==> src/rtl/egg_timer_ctrl.sv <==
// egg_timer_ctrl: mm:ss countdown FSM stepped by a 1 Hz tick strobe, with button configuration, pause/resume and a timed alarm.
// Optional build macro EGG_ALARM_BLINK_EN makes led_alarm blink at 0.5 Hz during ALARM instead of staying lit.
module egg_timer_ctrl #(
  parameter int MAX_MINS   = 99,
  parameter int ALARM_SECS = 10,
  parameter int MIN_W      = $clog2(MAX_MINS + 1)
) (
  input  logic        clk,
  input  logic        rst,
  input  logic        enable,
  input  logic        tick,
  input  logic        cook_time,
  input  logic        start,
  input  logic        mins_inc,
  input  logic        secs_inc,
  input  logic        clr,
  output logic [15:0] digits,
  output logic [2:0]  state,
  output logic        done,
  output logic        led_run,
  output logic        led_alarm,
  output logic        led_en
);

  typedef enum logic [2:0] {
    IDLE    = 3'd0,
    CONFIG  = 3'd1,
    PAUSED  = 3'd2,
    RUNNING = 3'd3,
    ALARM   = 3'd4
  } state_t;

  localparam logic [MIN_W-1:0] MAX_M   = MIN_W'(MAX_MINS);
  localparam logic [7:0]       ALARM_N = 8'(ALARM_SECS);

  state_t           cur_state;
  logic [MIN_W-1:0] mins;
  logic [5:0]       secs;
  logic [7:0]       alarm_cnt;

  assign state  = cur_state;
  assign digits = {4'(mins / 10), 4'(mins % 10), 4'(secs / 10), 4'(secs % 10)};

  always_ff @(posedge clk) begin
    if (rst) begin
      cur_state <= IDLE;
      mins      <= '0;
      secs      <= '0;
      alarm_cnt <= '0;
      done      <= 1'b0;
      led_run   <= 1'b0;
      led_alarm <= 1'b0;
      led_en    <= 1'b0;
    end else begin
      done   <= 1'b0;
      led_en <= enable;
      if (cook_time) begin
        // Edits only apply once CONFIG is established; the entry cycle just cancels whatever was active.
        cur_state <= CONFIG;
        led_run   <= 1'b0;
        led_alarm <= 1'b0;
        alarm_cnt <= '0;
        if (cur_state == CONFIG) begin
          if (clr) begin
            mins <= '0;
            secs <= '0;
          end else begin
            if (mins_inc) mins <= (mins == MAX_M) ? '0 : mins + 1'b1;
            if (secs_inc) secs <= (secs == 6'd59) ? '0 : secs + 1'b1;
          end
        end
      end else if (!enable) begin
        if (cur_state == RUNNING) begin
          cur_state <= PAUSED;
          led_run   <= 1'b0;
        end else if (cur_state > ALARM) begin
          cur_state <= IDLE;
          led_run   <= 1'b0;
          led_alarm <= 1'b0;
        end
      end else begin
        case (cur_state)
          IDLE: ;
          CONFIG: cur_state <= (mins != '0 || secs != '0) ? PAUSED : IDLE;
          PAUSED: begin
            if (clr) begin
              mins      <= '0;
              secs      <= '0;
              cur_state <= IDLE;
            end else if (start) begin
              cur_state <= RUNNING;
              led_run   <= 1'b1;
            end
          end
          RUNNING: begin
            if (start) begin
              cur_state <= PAUSED;
              led_run   <= 1'b0;
            end else if (tick) begin
              if (mins == '0 && secs == 6'd1) begin
                secs      <= '0;
                cur_state <= ALARM;
                led_run   <= 1'b0;
                done      <= 1'b1;
                alarm_cnt <= '0;
                led_alarm <= 1'b1;
              end else if (secs != '0) begin
                secs <= secs - 1'b1;
              end else begin
                mins <= mins - 1'b1;
                secs <= 6'd59;
              end
            end
          end
          ALARM: begin
            if (start || (tick && alarm_cnt + 8'd1 == ALARM_N)) begin
              cur_state <= IDLE;
              led_alarm <= 1'b0;
              alarm_cnt <= '0;
            end else if (tick) begin
              alarm_cnt <= alarm_cnt + 8'd1;
`ifdef EGG_ALARM_BLINK_EN
              led_alarm <= ~led_alarm;
`else
              led_alarm <= 1'b1;
`endif
            end
          end
          default: begin
            cur_state <= IDLE;
            led_run   <= 1'b0;
            led_alarm <= 1'b0;
          end
        endcase
      end
    end
  end

endmodule

==> config.mk <==
export PLATFORM = sky130hd
export DESIGN_NAME = egg_timer_ctrl
export DESIGN_NICKNAME = d
export VERILOG_FILES = /design/src/rtl/egg_timer_ctrl.sv
export SDC_FILE = /design/constraint.sdc
export NUM_CORES = 1
export LEC_CHECK = 0
export BUFFER_PORTS_ARGS = -buffer_cell sky130_fd_sc_hd__buf_2
export CAP_MARGIN = 20
export CORE_MARGIN = 1
export CORE_UTILIZATION = 43
export DETAILED_ROUTE_END_ITERATION = 16
export SETUP_SLACK_MARGIN = 0.4
export SLEW_MARGIN = 20
export SYNTH_ARGS = -nofsm -noshare
export SYNTH_HDL_FRONTEND = slang
export SYNTH_SLANG_ARGS = --single-unit
==> constraint.sdc <==
create_clock -name clk -period 3.5 [get_ports clk]
set_clock_uncertainty 0.15 [all_clocks]
set_input_delay 0.35 -clock clk [delete_from_list [all_inputs] [get_ports clk]]
set_output_delay 0.35 -clock clk [all_outputs]
set_load 0.01 [all_outputs]
After elaboration in Yosys (flattened, before gate mapping)
Index checks and enable logic that the tools add are counted.

Input bits: 9. Output and inout port bits: 23. Register bits after elaboration: 28. Logic and storage cells: 143.

Mux-type cells: 60. Div/mod/pow operators: 4. $add $sub $neg: 5. Magnitude comparators: 1. Bitwise gates (word level): 3. Equality and inequality tests: 36. Reductions and logical operators: 25.

Operators with widths (count): $mux 7 (11); $mux 6 (11); $mux 8 (5); $div 6x4->32 const B (1); $div 7x4->32 const B (1); $mod 6x4->32 const B (1); $mod 7x4->32 const B (1); $ne 3x3->1 const B (10); $mux 3 (9); $reduce_and 6->1 (4); $mux 1 (17); $ne 4x4->1 const B (4); $pmux 8 s2 (1); $pmux 3 s5 (1); $pmux 7 s2 (1); $reduce_and 7->1 (2); $ne 2x2->1 const B (6); $pmux 6 s2 (1); $ne 5x5->1 const B (2); $reduce_and 9->1 (1); $add 8x1->8 const B (1); $eq 8x4->1 const B (1); $add 7x1->7 const B (1); $eq 7x7->1 const B (1); other kinds (28) (40).

Logic depth before layout (Yosys ltp)
Depth in word-level cells: 8. Gate-level depth with buffers: 15. Gate-level depth less buffers: 13.

Worst setup path after synthesis
No wires, ideal clock.

Path kind: register -> output. Start point: reg mins[4]. End point: out digits[9]. Path slack: -0.142 ns. Required time: 3.000 ns. Arrival time: 3.142 ns. Cell stages (with the launch flop): 15. Path buffers: 2. Path through: dfxtp_1 -> buf_4 -> clkbuf_1 -> inv_1 -> ha_1 -> inv_1 -> ha_1 -> nand2b_1 -> o21a_1 -> nor3_1 -> a211oi_1 -> a211oi_1 -> a21boi_2 -> nand2_1 -> xnor2_1.

Cells in the longest elaborated chain, start to end: 1.

RTL lines: start: declaration (RTL line 37) `logic [MIN_W-1:0] mins;`; start signal: assignment (RTL line 68) `if (mins_inc) mins <= (mins == MAX_M) ? '0 : mins + 1'b1;`; start signal: assignment (RTL line 110) `mins <= mins - 1'b1;`; $mod 7x4->32 (RTL line 42) `assign digits = {4'(mins / 10), 4'(mins % 10), 4'(secs / 10), 4'(secs % 10)};`; end: declaration (RTL line 17) `output logic [15:0] digits,`.

Every way passes these cells.

Worst setup path after layout
Start point: reg mins[4]. End point: out digits[11].

The elaborated chain is that of the path after synthesis.

==> summary.md <==
| Metric | Value |
|---|---|
| DR iter-0 viols | `155` |
| Top cells by instance count after synthesis | `a21oi_1, nand2_1, nor2_1` |
| Critical path fanouts, max | `6` |
| Final cycle utilization of the critical path | `100.7%` |
| Buffer levels on the longest clock path | `2` |
| IO Pins | `32` |
| Root Buffer | `clkbuf_8` |
| Number of warnings printed during yosys synthesis | `0` |
| Portion of the post-synthesis area used by sequential elements | `18.89%` |
| WS Path Type | `reg2out` |
| Number of global-route vias before repair | `3020` |
| Capturing element type of the critical path | `primary output` |
| Final count of hold timing violations | `0` |
| Worst-case setup margin in the final layout | `-0.02568 ns` |
| Clk slew on worst S/H paths | `0.11 ns` |
| Violations in the final reports | `negative setup slack` |
| Top cells by area in the synthesized netlist | `dfxtp_1, ha_1, a21oi_1, o21ai_0, nand2_1` |
| Endpoints failing setup | `2` |
| CTS Hold Buffers Added | `0` |
| Global routing usage summed across all routing layers | `23.22%` |
| Maximum level of the CTS H-tree | `1` |
| Initial antenna violation count | `0` |
| Cell with the most instances after synthesis | `a21oi_1` |
| Crit path DAT | `3.03 ns` |
| First-pass GRT wire length | `14060 um` |
| Clock latency of the later-clocked register in the worst-skew pair | `0.29 ns` |
| Effective utilization at floorplan | `45.68%` |
| Post-route design area | `3814 um2` |
| Vias per cell | `6.144` |
| Hold Crit Class | `in2reg` |
| Cell Area, Synth | `2967 um2` |
| RSZ-0062 raised after global routing | `yes` |
| Hold WS | `0.1899 ns` |
| Placed insts | `513` |
| Worst endpoint required time | `3.00 ns` |
| Sinks on the clock net | `28` |
| Multi-input gate area | `2506 um2` |
| Result of the run | `complete, but fails checks` |
| Count of input and output buffers | `30` |
| Time the worst path needs with I/O delays and setup | `3.526 ns` |
| Horizontal die dimension | `85.06 um` |
| Transition time at the pin with the least slew margin | `0.6821 ns` |
| Antenna Diode Count | `0` |
| Cts bufs inserted | `3` |
| Most used DFF post-synth | `dfxtp_1` |
| Remaining routing DRC violations | `0` |
| Detailed-placement wirelength estimate | `5906 um` |
| Number of enable flip-flop cells after synthesis | `0` |
| Post-synth ARST share | `0%` |
| Number of distinct library cell variants in the gate-level netlist after synthesis | `70` |
| Headroom to the max-slew limit | `54.04%` |
| P per Cell Area | `179.7 nW/um2` |
| Reg area | `580.6 um2` |
| Detailed Route WL | `8514 um` |
| Via Count | `3330` |
| Max-cap viol count | `0` |
| Per-cell routed wire length | `15.71 um` |
| Reg2Reg Launch Point | `state[1]` |
| Number of nets in the synthesized netlist | `444` |
| Detail Route Antenna Nets | `0` |
| Post-Syn Instances | `417` |
| Area leader, netlist | `dfxtp_1` |
| Die height | `85.06 um` |
| Critical Path Start | `mins[4]` |
| Congestion Overflow GR | `0` |
| Worst-case vdd ir drop | `0.1675 mV` |
| Standard cell area after detailed placement | `3242 um2` |
| Critical hold path startpoint | `tick` |
| Layout cell share with drive strength beyond 1 | `30.32%` |
| Critical Path Source Type | `flop` |
| Total count of max-transition violations in the final report | `0` |
| Pin count of the biggest net entering global routing | `18` |
| Count of nets after finishing | `493` |
| Iteration count of the initial detailed-routing pass | `4` |
| Core Util, Final | `58.72%` |
| Area Growth Syn to Fin | `28.55%` |
| Standby leakage power | `1.506 nW` |
| Post-Syn Area per Cell | `7.114 um2` |
| Total Neg Setup Slack | `-0.03937 ns` |
| Number of placement rows | `29` |
| Number of register bits inferred by synthesis | `28` |
| Die ar. | `7235 um2` |
| Final instance count without filler cells | `542` |
| TritonCTS clock tree | `yes` |
| Gp weighted congestion | `0.9311` |
| Post-Place Setup Slack | `0.1404 ns` |
| R2R Setup Slk | `0.93 ns` |
| Top cell type's share of synthesized area | `18.89%` |
| Number of filler cells placed in the layout | `591` |
| Total chip power | `0.6852 mW` |
| Maximum clock frequency | `283.6 MHz` |
| Area inside the core boundary | `6495 um2` |
==> path summary, 6_finish.rpt <==
kind | to | cells after the start
hold / removal | done | 3
setup reg to reg | mins[0] | 7
setup / recovery | digits[11] | 15
hold reg to reg | led_alarm | 2
==> final cells by class <==
class | instances | share of cell area, %
clock buffers | 3 | 1.083
clock inverters | 1 | 0.7874
inverters | 24 | 2.690
multi-input cells | 341 | 65.72
flip-flops and latches | 28 | 15.22
well taps | 77 | 2.526
repair buffers | 68 | 11.98
==> layout by cell type (no fill, tap or decap), drive strengths merged, types with 4 or more instances in the layout <==
master	netlist	final
a211o	4	4
a211oi	12	12
a21oi	43	43
and2	4	4
and3	9	9
buf	8	68
dfxtp	28	28
ha	18	18
inv	24	24
nand2	36	36
nand2b	10	10
nand3	12	12
nor2	37	37
nor2b	4	4
nor3	14	14
nor4	5	5
o211ai	4	4
o21a	4	4
o21ai	36	36
o22ai	5	5
or2	4	4
or3	11	11
xnor2	7	7
xor2	6	6
==> registers in the layout, summed over array words and instances (netlist names) <==
register / count
done: 1
led_en: 1
mins: 7
led_run: 1
state: 3
secs: 6
led_alarm: 1
alarm_cnt: 8
==> logic make-up after synthesis <==
kind of cell / after synthesis / synth area share (%)
buf+inv: 48 / 7.170
simple gates: 157 / 26.87
fa+ha+maj: 19 / 7.971
flops: 28 / 18.90
xor+xnor: 13 / 3.838
compound gates: 148 / 34.08
other cells: 1 / 0.1264
mux: 3 / 1.054
==> per-layer routing <==
| metal | global-route usage, % | routed length [um] | up-vias |
|---|---|---|---|
| met2 | 38.93 | 4127 | 103 |
| met1 | 31.43 | 3883 | 1582 |
| met4 | 7.088 | 95 | 0 |
| li1 | - | - | 1633 |
| met3 | 2.335 | 407 | 12 |
| met5 | 0 | 0 | - |
==> where the power goes <==
group	leakage, nW	switching, mW	total (mW)	internal, mW
Clock	0.0357	0.113	0.267	0.153
Sequential	0.232	0.00495	0.324	0.319
Combinational	1.24	0.0597	0.0942	0.0345
==> critical path: stages, from the launching register on <==
cell and delay (ns):
dfxtp_4 0.40, inv_8 0.06, ha_4 0.12, inv_4 0.03, ha_4 0.28, nand2b_4 0.13
o21a_4 0.14, o21ai_0 0.11, o211ai_2 0.25, buf_4 0.19, a2111oi_4 0.04, buf_4 0.19
mux2_2 0.28, a211oi_2 0.24, xnor2_1 0.13, buf_2 0.14
==> timing repair <==
| item | CTS | global route |
|---|---|---|
| pin swaps | 20 | 14 |
| buffers inserted | 15 | 10 |
| cloned | 0 | 0 |
| resized for setup | 50 | 17 |
| setup endpoints to repair | 9 | 15 |
(Power assumes the default switching activity.)
